`src/rtl/add_sub_arbiter_pkg.sv`:
```
// rtl/add_sub_arbiter_pkg.sv - shared types and opcode encodings for add_sub_arbiter
package add_sub_arb_pkg;

    typedef enum logic [1:0] {
        IDLE = 2'd0,
        EXEC = 2'd1,
        RESP = 2'd2
    } state_t;

    localparam logic OP_ADD = 1'b0;
    localparam logic OP_SUB = 1'b1;

endpackage

```
`src/rtl/add_sub.sv`:
```
// rtl/add_sub.sv - shared WIDTH-bit adder/subtractor with carry/borrow out
module add_sub
    import add_sub_arb_pkg::*;
#(
    parameter int WIDTH = 32
) (
    input  logic [WIDTH-1:0] x,
    input  logic [WIDTH-1:0] y,
    input  logic             sign,
    output logic [WIDTH-1:0] z,
    output logic             carry
);

    logic [WIDTH:0] full;

    // Zero-extended add or subtract; the top bit is the carry (add) or borrow (sub)
    always_comb begin
        full = '0;
        if (sign == OP_SUB) begin
            full = {1'b0, x} - {1'b0, y};
        end else begin
            full = {1'b0, x} + {1'b0, y};
        end
    end

    assign z     = full[WIDTH-1:0];
    assign carry = full[WIDTH];

endmodule

```
`src/rtl/add_sub_arbiter_rr_arbiter.sv`:
```
// rtl/add_sub_arbiter_rr_arbiter.sv - combinational round-robin request picker
module rr_arbiter #(
    parameter  int NREQ = 4,
    localparam int IDW  = $clog2(NREQ)
) (
    input  logic [NREQ-1:0] req,
    input  logic [IDW-1:0]  ptr,
    output logic [NREQ-1:0] grant,
    output logic [IDW-1:0]  grant_idx,
    output logic            any_valid
);

    logic [IDW-1:0] cand;

    // (ptr + k) mod NREQ without a divider; result always < NREQ
    function automatic int wrap_idx(input int p, input int k);
        int s;
        s = p + k;
        if (s >= NREQ) s = s - NREQ;
        return s;
    endfunction

    // Scan from the farthest candidate back to ptr so the closest valid one wins
    always_comb begin
        grant     = '0;
        grant_idx = '0;
        any_valid = 1'b0;
        cand      = '0;
        for (int k = NREQ - 1; k >= 0; k--) begin
            cand = IDW'(wrap_idx(int'(ptr), k));
            if (req[cand]) begin
                grant_idx = cand;
                any_valid = 1'b1;
            end
        end
        if (any_valid) grant[grant_idx] = 1'b1;
    end

endmodule

```
`src/rtl/add_sub_arbiter.sv`:
```
// rtl/add_sub_arbiter.sv - round-robin sharing of one add_sub among NREQ requesters (option: ADD_SUB_ARBITER_CARRY_EN)
module add_sub_arbiter
    import add_sub_arb_pkg::*;
#(
    parameter int WIDTH = 32,
    parameter int NREQ  = 4
) (
    input  logic                  clk,
    input  logic                  rst_n,
    input  logic [NREQ-1:0]       req_valid,
    output logic [NREQ-1:0]       req_ready,
    input  logic [NREQ*WIDTH-1:0] req_x,
    input  logic [NREQ*WIDTH-1:0] req_y,
    input  logic [NREQ-1:0]       req_sign,
    output logic [NREQ-1:0]       rsp_valid,
    input  logic [NREQ-1:0]       rsp_ready,
    output logic [WIDTH-1:0]      rsp_z,
    output logic                  busy
`ifdef ADD_SUB_ARBITER_CARRY_EN
    ,
    output logic                  rsp_carry
`endif
);

    localparam int IDW = $clog2(NREQ);

    state_t           state, state_nxt;
    logic [IDW-1:0]   rr_ptr;
    logic [IDW-1:0]   gnt_q;
    logic [WIDTH-1:0] x_q, y_q;
    logic             sign_q;
    logic [NREQ-1:0]  arb_grant;
    logic [IDW-1:0]   arb_idx;
    logic             arb_any;
    logic             accept;
    logic             rsp_done;
    logic [WIDTH-1:0] sum_z;

    rr_arbiter #(.NREQ(NREQ)) u_arb (
        .req       (req_valid),
        .ptr       (rr_ptr),
        .grant     (arb_grant),
        .grant_idx (arb_idx),
        .any_valid (arb_any)
    );

`ifdef ADD_SUB_ARBITER_CARRY_EN
    logic sum_c;

    add_sub #(.WIDTH(WIDTH)) u_add_sub (
        .x     (x_q),
        .y     (y_q),
        .sign  (sign_q),
        .z     (sum_z),
        .carry (sum_c)
    );
`else
    add_sub #(.WIDTH(WIDTH)) u_add_sub (
        .x     (x_q),
        .y     (y_q),
        .sign  (sign_q),
        .z     (sum_z),
        .carry ()
    );
`endif

    // FSM state register
    always_ff @(posedge clk or negedge rst_n) begin
        if (!rst_n) state <= IDLE;
        else        state <= state_nxt;
    end

    // Next state and handshake outputs; ready only in IDLE, so no accept while a response is pending
    always_comb begin
        state_nxt = state;
        req_ready = '0;
        rsp_valid = '0;
        accept    = 1'b0;
        rsp_done  = 1'b0;
        busy      = (state != IDLE);
        case (state)
            IDLE: begin
                if (arb_any) begin
                    req_ready = arb_grant;
                    accept    = 1'b1;
                    state_nxt = EXEC;
                end
            end
            EXEC: state_nxt = RESP;
            RESP: begin
                rsp_valid[gnt_q] = 1'b1;
                if (rsp_ready[gnt_q]) begin
                    rsp_done  = 1'b1;
                    state_nxt = IDLE;
                end
            end
            default: state_nxt = IDLE;
        endcase
    end

    // Operand capture, result register and round-robin pointer update
    always_ff @(posedge clk or negedge rst_n) begin
        if (!rst_n) begin
            rr_ptr <= '0;
            gnt_q  <= '0;
            x_q    <= '0;
            y_q    <= '0;
            sign_q <= OP_ADD;
            rsp_z  <= '0;
`ifdef ADD_SUB_ARBITER_CARRY_EN
            rsp_carry <= 1'b0;
`endif
        end else begin
            if (accept) begin
                gnt_q  <= arb_idx;
                x_q    <= req_x[arb_idx*WIDTH +: WIDTH];
                y_q    <= req_y[arb_idx*WIDTH +: WIDTH];
                sign_q <= req_sign[arb_idx];
            end
            if (state == EXEC) begin
                rsp_z <= sum_z;
`ifdef ADD_SUB_ARBITER_CARRY_EN
                rsp_carry <= sum_c;
`endif
            end
            if (rsp_done) begin
                rr_ptr <= (gnt_q == IDW'(NREQ - 1)) ? '0 : gnt_q + 1'b1;
            end
        end
    end

endmodule

```
`config.mk`:
```
export PLATFORM = sky130hd
export DESIGN_NAME = add_sub_arbiter
export DESIGN_NICKNAME = d
export VERILOG_FILES = /design/src/rtl/add_sub_arbiter_pkg.sv /design/src/rtl/add_sub.sv /design/src/rtl/add_sub_arbiter_rr_arbiter.sv /design/src/rtl/add_sub_arbiter.sv
export SDC_FILE = /design/constraint.sdc
export NUM_CORES = 1
export LEC_CHECK = 0
export BUFFER_PORTS_ARGS = -buffer_cell sky130_fd_sc_hd__buf_4
export CAP_MARGIN = 20
export CELL_PAD_IN_SITES_DETAIL_PLACEMENT = 1
export CELL_PAD_IN_SITES_GLOBAL_PLACEMENT = 2
export CORE_MARGIN = 4
export CORE_UTILIZATION = 27
export DETAILED_ROUTE_END_ITERATION = 6
export PLACE_DENSITY = 0.82
export SLEW_MARGIN = 20
export SYNTH_ARGS = -nofsm -noshare
export SYNTH_HDL_FRONTEND = slang
export SYNTH_SLANG_ARGS = --single-unit
export TNS_END_PERCENT = 50
```
`constraint.sdc`:
```
create_clock -name clk -period 3.9 [get_ports clk]
set_input_delay 0.195 -clock clk [delete_from_list [all_inputs] [get_ports clk]]
set_output_delay 0.195 -clock clk [all_outputs]
set_load 0.03 [all_outputs]
```
==> summary.txt, run 1 <==
Outcome
  • Status: completed

CTS
  • Clk_lat worst skew: ~0.36 ns
  • CTS tree: done
  • Root buf cell: clkbuf_16
  • Num CTS Buffers: 9
  • Sink Count: 103
  • H-tree depth: 3
  • Clock buffer depth: 2
  • Clk slew on worst S/H paths: 0.08 ns

Global route
  • GRT Resource Usage Total: 0.2008
  • Largest net degree at the start of global routing: 116
  • Initial antenna violation count: 1
  • Number of global-route vias before repair: roughly 9400
  • Grt total ovfl: 0
  • First-pass GRT wire length: 53330 um

STA
  • Setup repair after global routing missed its margin: true
  • Setup TNS: 0 ns
  • Max-slew violations: 0
  • Tcrit/Tclk final: 0.9483
  • Slew HR: 0.2941
  • Crit path time final: 3.698 ns
  • Final setup fails: 0
  • Fin Clk Skew: roughly 0.013 ns
  • Worst-Margin Slew: 1.059 ns
  • Fin. Hold Viols: 0
  • Fmax: 270.4 MHz

Hold path
  • Hold path startpoint: req_x[56]
  • Hold WC Path Type: input port to flop

Routing
  • DR WL/cell: between 15 and 20 um
  • Vias per cell: 5.013
  • DRC: 0
  • Initial drt markers: 494
  • Post-DRT Antenna Nets: 0
  • First-pass iteration count of the detailed router: 5
  • Routed WL: roughly 34000 um
  • Total number of vias: 9078

Synth
  • Syn Nets: 1443
  • Synthesized cell area: 8175 um2
  • Number of synthesized flops with an enable pin: 0
  • Sequential share of the synthesized area: 0.3153
  • Synth cell types: about 70
  • Yosys reg bits: 103
  • Synth Flop Type: dfrtp_1
  • Syn avg cell area: 7.197 um2
  • Yosys warnings: 0
  • Share of async-settable or async-resettable flops after synthesis: 1.000
  • Synthesized instance count: around 1100

Place
  • Port Buffer Count: 310
  • Placed Area: 10950 um2
  • Placer Congestion: 0.8794
  • Post-DP HPWL: 28300 um

Worst setup path
  • CP peak stage delay: 0.54 ns
  • Crit path from: y_q[8]
  • CP bufs+invs: 0
  • Critical Path RT: 4.14 ns
  • CP arrival: 3.94 ns
  • Crit Path Max Fanout: 6
  • CP startpoint kind: flop
  • Start of the worst register-to-register path: y_q[8]
  • Worst path cell trace: or4_4, nor4_4, and2_1, a21oi_1, xnor2_1, ha_2, nand2_1, o211ai_1, o32ai_1, a31oi_2, nand3_2, and3_1, or3_1
  • Top Family by Delay on Critical Path: simple AND/OR/NAND/NOR gates
  • CP endpoint kind: flop
  • WS Path Type: flop to flop
  • Crit-path slowest cell: or4_4

Pwr
  • Lkg Pwr: 5.375 nW
  • Cell Pwr Density: 1047 nW/um2
  • Peak VDD IR: 0.3469 mV
  • Total power: between 10 and 15 mW

Final layout
  • Layout cells sized above 1: 0.2780
  • Commonest non-fill, non-tap cells in the layout: 338 x buf_4, 330 x nand2_1, 105 x a21oi_1, 103 x o21ai_0, 103 x dfrtp_1
  • Post-Layout Inst Area: 11340 um2
  • Post-Route Utilization: 0.3818
  • Final #Nets: 1723
  • Synthesis-to-layout area growth: 38.77%
  • Final antenna diode count: 0
  • Commonest non-fill, non-tap cell in the layout: buf_4

Die
  • Io pins: a little over 300
  • Die Y-Extent: 182.0 um
  • Die X: 182.0 um
  • Core Region: roughly 30000 um2
  • Die area: 33130 um2
  • Initial Util: 0.2751
  • FP Rows: 63

Flow run
  • Max cap viols: 0
[cell type report]
type | count | area [um2]
fill | 3764 | 18370
multi-input combinational | 940 | 5314
sequential | 103 | 2577
timing repair buffer | 340 | 2567
tap | 390 | 488.0
clock buffer | 10 | 239.0
inverter | 22 | 82.58
clock inverter | 6 | 76.32
[worst paths after layout]
kind / end / slack [ns] / depth (start not counted)
worst max-delay path: rsp_z[29] / 0.20 / 13
worst min-delay path: x_q[24] / 0.05 / 3
worst max register to register: rsp_z[29] / 0.20 / 13
worst min register to register: rsp_z[11] / 0.48 / 2
max in group asynchronous: x_q[7] / 2.59 / 3
min in group asynchronous: rsp_z[27] / 0.47 / 2
[tightest hold or removal path, delay by kind of cell]
kind / cells / cell delay (ns)
compound gates: 2 / 0.11
buf+inv: 1 / 0.08
[per-layer routing]
layer | global-route usage | wire (um)
met1 | 0.2693 | 15630
met2 | 0.3395 | 16520
met3 | 0.03806 | 1685
met4 | 0.03873 | 438
met5 | 0 | 0
[cell usage after synthesis, drive strengths merged (11+ instances only)]
cell    count  area share
nor2       36       0.017
buf        24       0.014
nand3      92       0.057
o21ai     107       0.066
xor2       12       0.013
clkbuf     47       0.022
nor3       13      0.0099
nand2     330        0.15
a22oi      27       0.025
xnor2      39       0.042
a21oi     108       0.067
ha         36       0.055
dfrtp     103        0.32
inv        22       0.010
and2       11      0.0086
[repair_timing]
item                                    4_1_cts  5_1_grt
resized for setup                             0       13
endpoints found under the setup margin        0        6
setup buffers                                 0        2
hold buffers                                  1        0
hold endpoints to repair                     58        0
[report_power, final]
group / total (mW) / switching, mW / internal (mW)
logic: 8.67 / 5.32 / 3.35
clock network: 0.969 / 0.442 / 0.527
registers: 2.23 / 0.601 / 1.63
total: 11.9 / 6.37 / 5.51
[sequential cells by signal (all words and copies together), names as in the netlist]
signal and flops:
state 2, gnt_q 2, rsp_z 32, rr_ptr 2, x_q 32, sign_q 1, y_q 32
[metrics by stage]
step / hold slack [ns] / std cells / setup WS, ns
floorplan: -0.1006 / 1136 / 0.4859
global route: 0.05940 / 1811 / -0.01558
detailed placement: 0.3332 / 1792 / 0.1566
finish: 0.05115 / 1811 / 0.2017
global placement: 0.3320 / 1792 / 0.2094
CTS: 0.04709 / 1809 / 0.1530
[kinds of logic (layout without fill, tap and decap cells)]
family / Yosys count / in the layout / share of synthesized area
flip-flops: 103 / 103 / 0.3153
multiplexers: 8 / 8 / 0.01148
adder cells (fa/ha/maj): 37 / 37 / 0.05755
XOR/XNOR: 51 / 51 / 0.05464
AND/OR/NAND/NOR: 532 / 532 / 0.2862
buffers and inverters: 93 / 378 / 0.04576
AO/OA/AOI/OAI: 312 / 312 / 0.2291
(Power assumes the default switching activity.)
==> inputs of run 2 (changes only) <==
--- a/config.mk
+++ b/config.mk
@@ -6,13 +6,13 @@
 export NUM_CORES = 1
 export LEC_CHECK = 0
 export BUFFER_PORTS_ARGS = -buffer_cell sky130_fd_sc_hd__buf_4
-export CAP_MARGIN = 20
+export CAP_MARGIN = 15
 export CELL_PAD_IN_SITES_DETAIL_PLACEMENT = 1
 export CELL_PAD_IN_SITES_GLOBAL_PLACEMENT = 2
 export CORE_MARGIN = 4
-export CORE_UTILIZATION = 27
+export CORE_UTILIZATION = 29
 export DETAILED_ROUTE_END_ITERATION = 6
-export PLACE_DENSITY = 0.82
+export PLACE_DENSITY = 0.87
 export SLEW_MARGIN = 20
 export SYNTH_ARGS = -nofsm -noshare
 export SYNTH_HDL_FRONTEND = slang
==> constraint.sdc (replaced) <==
create_clock -name clk -period 4.31 [get_ports clk]
set_input_delay 0.2155 -clock clk [delete_from_list [all_inputs] [get_ports clk]]
set_output_delay 0.2155 -clock clk [all_outputs]
set_load 0.03 [all_outputs]
==> run 2 against run 1 <==
Effect of this change: worst hold slack gained 0.021 ns; register-to-register slack improved by 0.28 ns; flip-flop and latch count unchanged; power is 13% lower; utilization up 1.9 points.
==> summary.txt, run 2 (synthesized netlist as in run 1, its figures left out) <==
Outcome
  • Status: completed

Worst setup path
  • CP arrival: 4.06 ns (+0.12 ns)
  • CP endpoint kind: flop
  • CP startpoint kind: flop
  • Crit-path slowest cell: or3_1
  • CP peak stage delay: 0.47 ns (-0.07 ns)
  • Crit Path Max Fanout: 8 (+2)
  • Worst path cell trace: or3_1, nor3_2, and2_2, and2_1, nor2_1, xnor2_1, ha_1, inv_1, o21bai_1, a221oi_1, o21ai_0, a21oi_1, a2111oi_0, or3_1
  • FF-to-FF path depth: 14 (+1)
  • WS Path Type: flop to flop
  • Critical Path RT: 4.55 ns (+0.41 ns)
  • CP dominant cell by count: or3_1

Routing
  • DR WL/cell: 18.52 um (-2.2%)
  • Initial drt markers: 405 (-18%)
  • Total number of vias: 9010 (-0.75%)
  • Wl on met1: 14720 um (-5.8%)
  • WL met2: 15830 um (-4.2%)
  • Vias per cell: 5.053 (+0.81%)
  • DRC: 0 (unchanged)
  • Routed WL: 33020 um (-3.7%)
  • Top sig layer: met4
  • Met3 routed WL: 1742 um (+3.4%)
  • Post-DRT Antenna Nets: 0 (unchanged)
  • First-pass iteration count of the detailed router: 4 (-1)

STA
  • Setup TNS: 0 ns (unchanged)
  • Hold slack: 0.07175 ns (+0.02060 ns)
  • Fmax: 261.5 MHz (-3.3%)
  • Slew HR: 0.3090 (+0.01488)
  • Fin. Hold Viols: 0 (unchanged)
  • Setup repair after global routing missed its margin: false
  • Worst-Margin Slew: 1.036 ns (-0.02232 ns)
  • Max-slew violations: 0 (unchanged)
  • Final setup fails: 0 (unchanged)
  • Tcrit/Tclk final: 0.8874 (-0.06090)
  • Fin Clk Skew: 0.01135 ns (-0.001161 ns)
  • Crit path time final: 3.825 ns (+0.1263 ns)

Die
  • Core Region: 27780 um2 (-6.5%)
  • Die X: 175.9 um (-3.4%)
  • Die Y-Extent: 175.9 um (-3.4%)
  • FP Rows: 61 (-3.2%)
  • Io pins: 311 (unchanged)
  • Initial Util: 0.2943 (+0.01917)
  • Die area: 30940 um2 (-6.6%)

Pwr
  • Cell Pwr Density: 924.7 nW/um2 (-12%)
  • Gate power share: 0.725 (-0.005)
  • Net Sw Frac: 0.5434 (+0.007369)
  • Peak VDD IR: 0.4027 mV (+16%)
  • Lkg Pwr: 5.291 nW (-1.6%)
  • P_sw: 5.597 mW (-12%)
  • Clk pwr share: 0.079 (-0.003)
  • P_int: 4.703 mW (-15%)
  • Seq pwr share: 0.196 (+0.008)

Final layout
  • Layout cells sized above 1: 0.2619 (-0.01605)
  • Post-Layout Inst Area: 11140 um2 (-1.8%)
  • Post-Route Utilization: 0.4010 (+0.01921)
  • Final #Nets: 1707 (-0.93%)
  • Commonest non-fill, non-tap cells in the layout: 330 x nand2_1, 322 x buf_4, 107 x a21oi_1, 103 x o21ai_0, 103 x dfrtp_1
  • Synthesis-to-layout area growth: 36.26%
  • Final antenna diode count: 0 (unchanged)
  • Commonest non-fill, non-tap cell in the layout: nand2_1
  • Largest regs: rsp_z x32, x_q x32, y_q x32

CTS
  • Clk_lat worst skew: 0.37 ns (about the same)
  • Num CTS Buffers: 9 (unchanged)
  • Root buf cell: clkbuf_16
  • Sink Count: 103 (unchanged)
  • Clock buffer depth: 2 (unchanged)
  • CTS tree: done
  • H-tree depth: 3 (unchanged)
  • Clk slew on worst S/H paths: 0.08 ns (about the same)

Hold path
  • Hold Path Depth: 3 (unchanged)
  • Hold WC Path Type: input port to flop

Flow run
  • Max cap viols: 0 (unchanged)

Global route
  • GRT Resource Usage Total: 0.2073 (+0.006526)
  • First-pass GRT wire length: 50750 um (-4.8%)
  • Initial antenna violation count: 0 (-1)
  • Grt total ovfl: 0 (unchanged)
  • Number of global-route vias before repair: 9149 (-3.2%)
  • Largest net degree at the start of global routing: 117 (+0.86%)

Place
  • Post-DP HPWL: 27090 um (-4.3%)
  • Port Buffer Count: 310 (unchanged)
  • Placed Area: 10830 um2 (-1.1%)
  • Placer Congestion: 0.8659 (-1.5%)
## run 2: worst paths after layout
check	slack, ns	end	start
worst max register to register	0.49	rsp_z[29]	y_q[5]
min in group asynchronous	0.51	rsp_z[30]	rst_n
worst min register to register	0.48	rsp_z[13]	rsp_z[13]
max in group asynchronous	2.75	y_q[26]	rst_n
worst max-delay path	0.49	rsp_z[29]	y_q[5]
worst min-delay path	0.07	y_q[11]	req_y[43]
## run 2: worst max-delay path, delay by kind of cell (launching register included)
| family | cells | cell delay, ns |
|---|---|---|
| buffers and inverters | 1 | 0.13 |
| xor gates and xnor gates | 1 | 0.21 |
| AOI/OAI and AO/OA | 5 | 0.90 |
| and+or+nand+nor | 6 | 1.70 |
| DFF | 1 | 0.41 |
| adders and majority gates | 1 | 0.35 |
## run 2: final cells by class
class / count / area (um2)
repair buffers: 324 / 2447
inverters: 22 / 82.58
well taps: 378 / 473.0
multi-input cells: 940 / 5269
flip-flops and latches: 103 / 2577
fillers: 3582 / 16640
clock inverters: 6 / 51.30
clock buffers: 10 / 239.0
## run 2: through the flow
stage	total power [mW]	std cells	worst slack (ns)
after detailed placement	9.499	1766	0.3655
after CTS	10.35	1783	0.3386
after global routing	11.32	1783	0.1782
after global placement	9.346	1766	0.5456
final	10.30	1783	0.4854
after floorplan	7.105	1136	0.8959
## run 2: timing repair
action                                  4_1_cts  5_1_grt
gates resized for setup                       0        1
endpoints found under the setup margin        0        1
hold buffers                                  1        0
endpoints found under the hold margin        16        0
setup buffers                                 0        0
## run 2: power groups by stage
stage	Combinational, mW	Clock, mW	Sequential, mW
floorplan	5.02	0	2.09
global placement	7.33	0	2.02
detailed placement	7.46	0	2.04
CTS	7.49	0.829	2.02
global route	8.37	0.872	2.08
finish	7.47	0.811	2.02
## run 2: metal layers
metal,GRT usage,up-vias
li1,-,4486
met2,0.3459,230
met5,0,-
met3,0.03702,34
met1,0.2777,4260
met4,0.05556,0
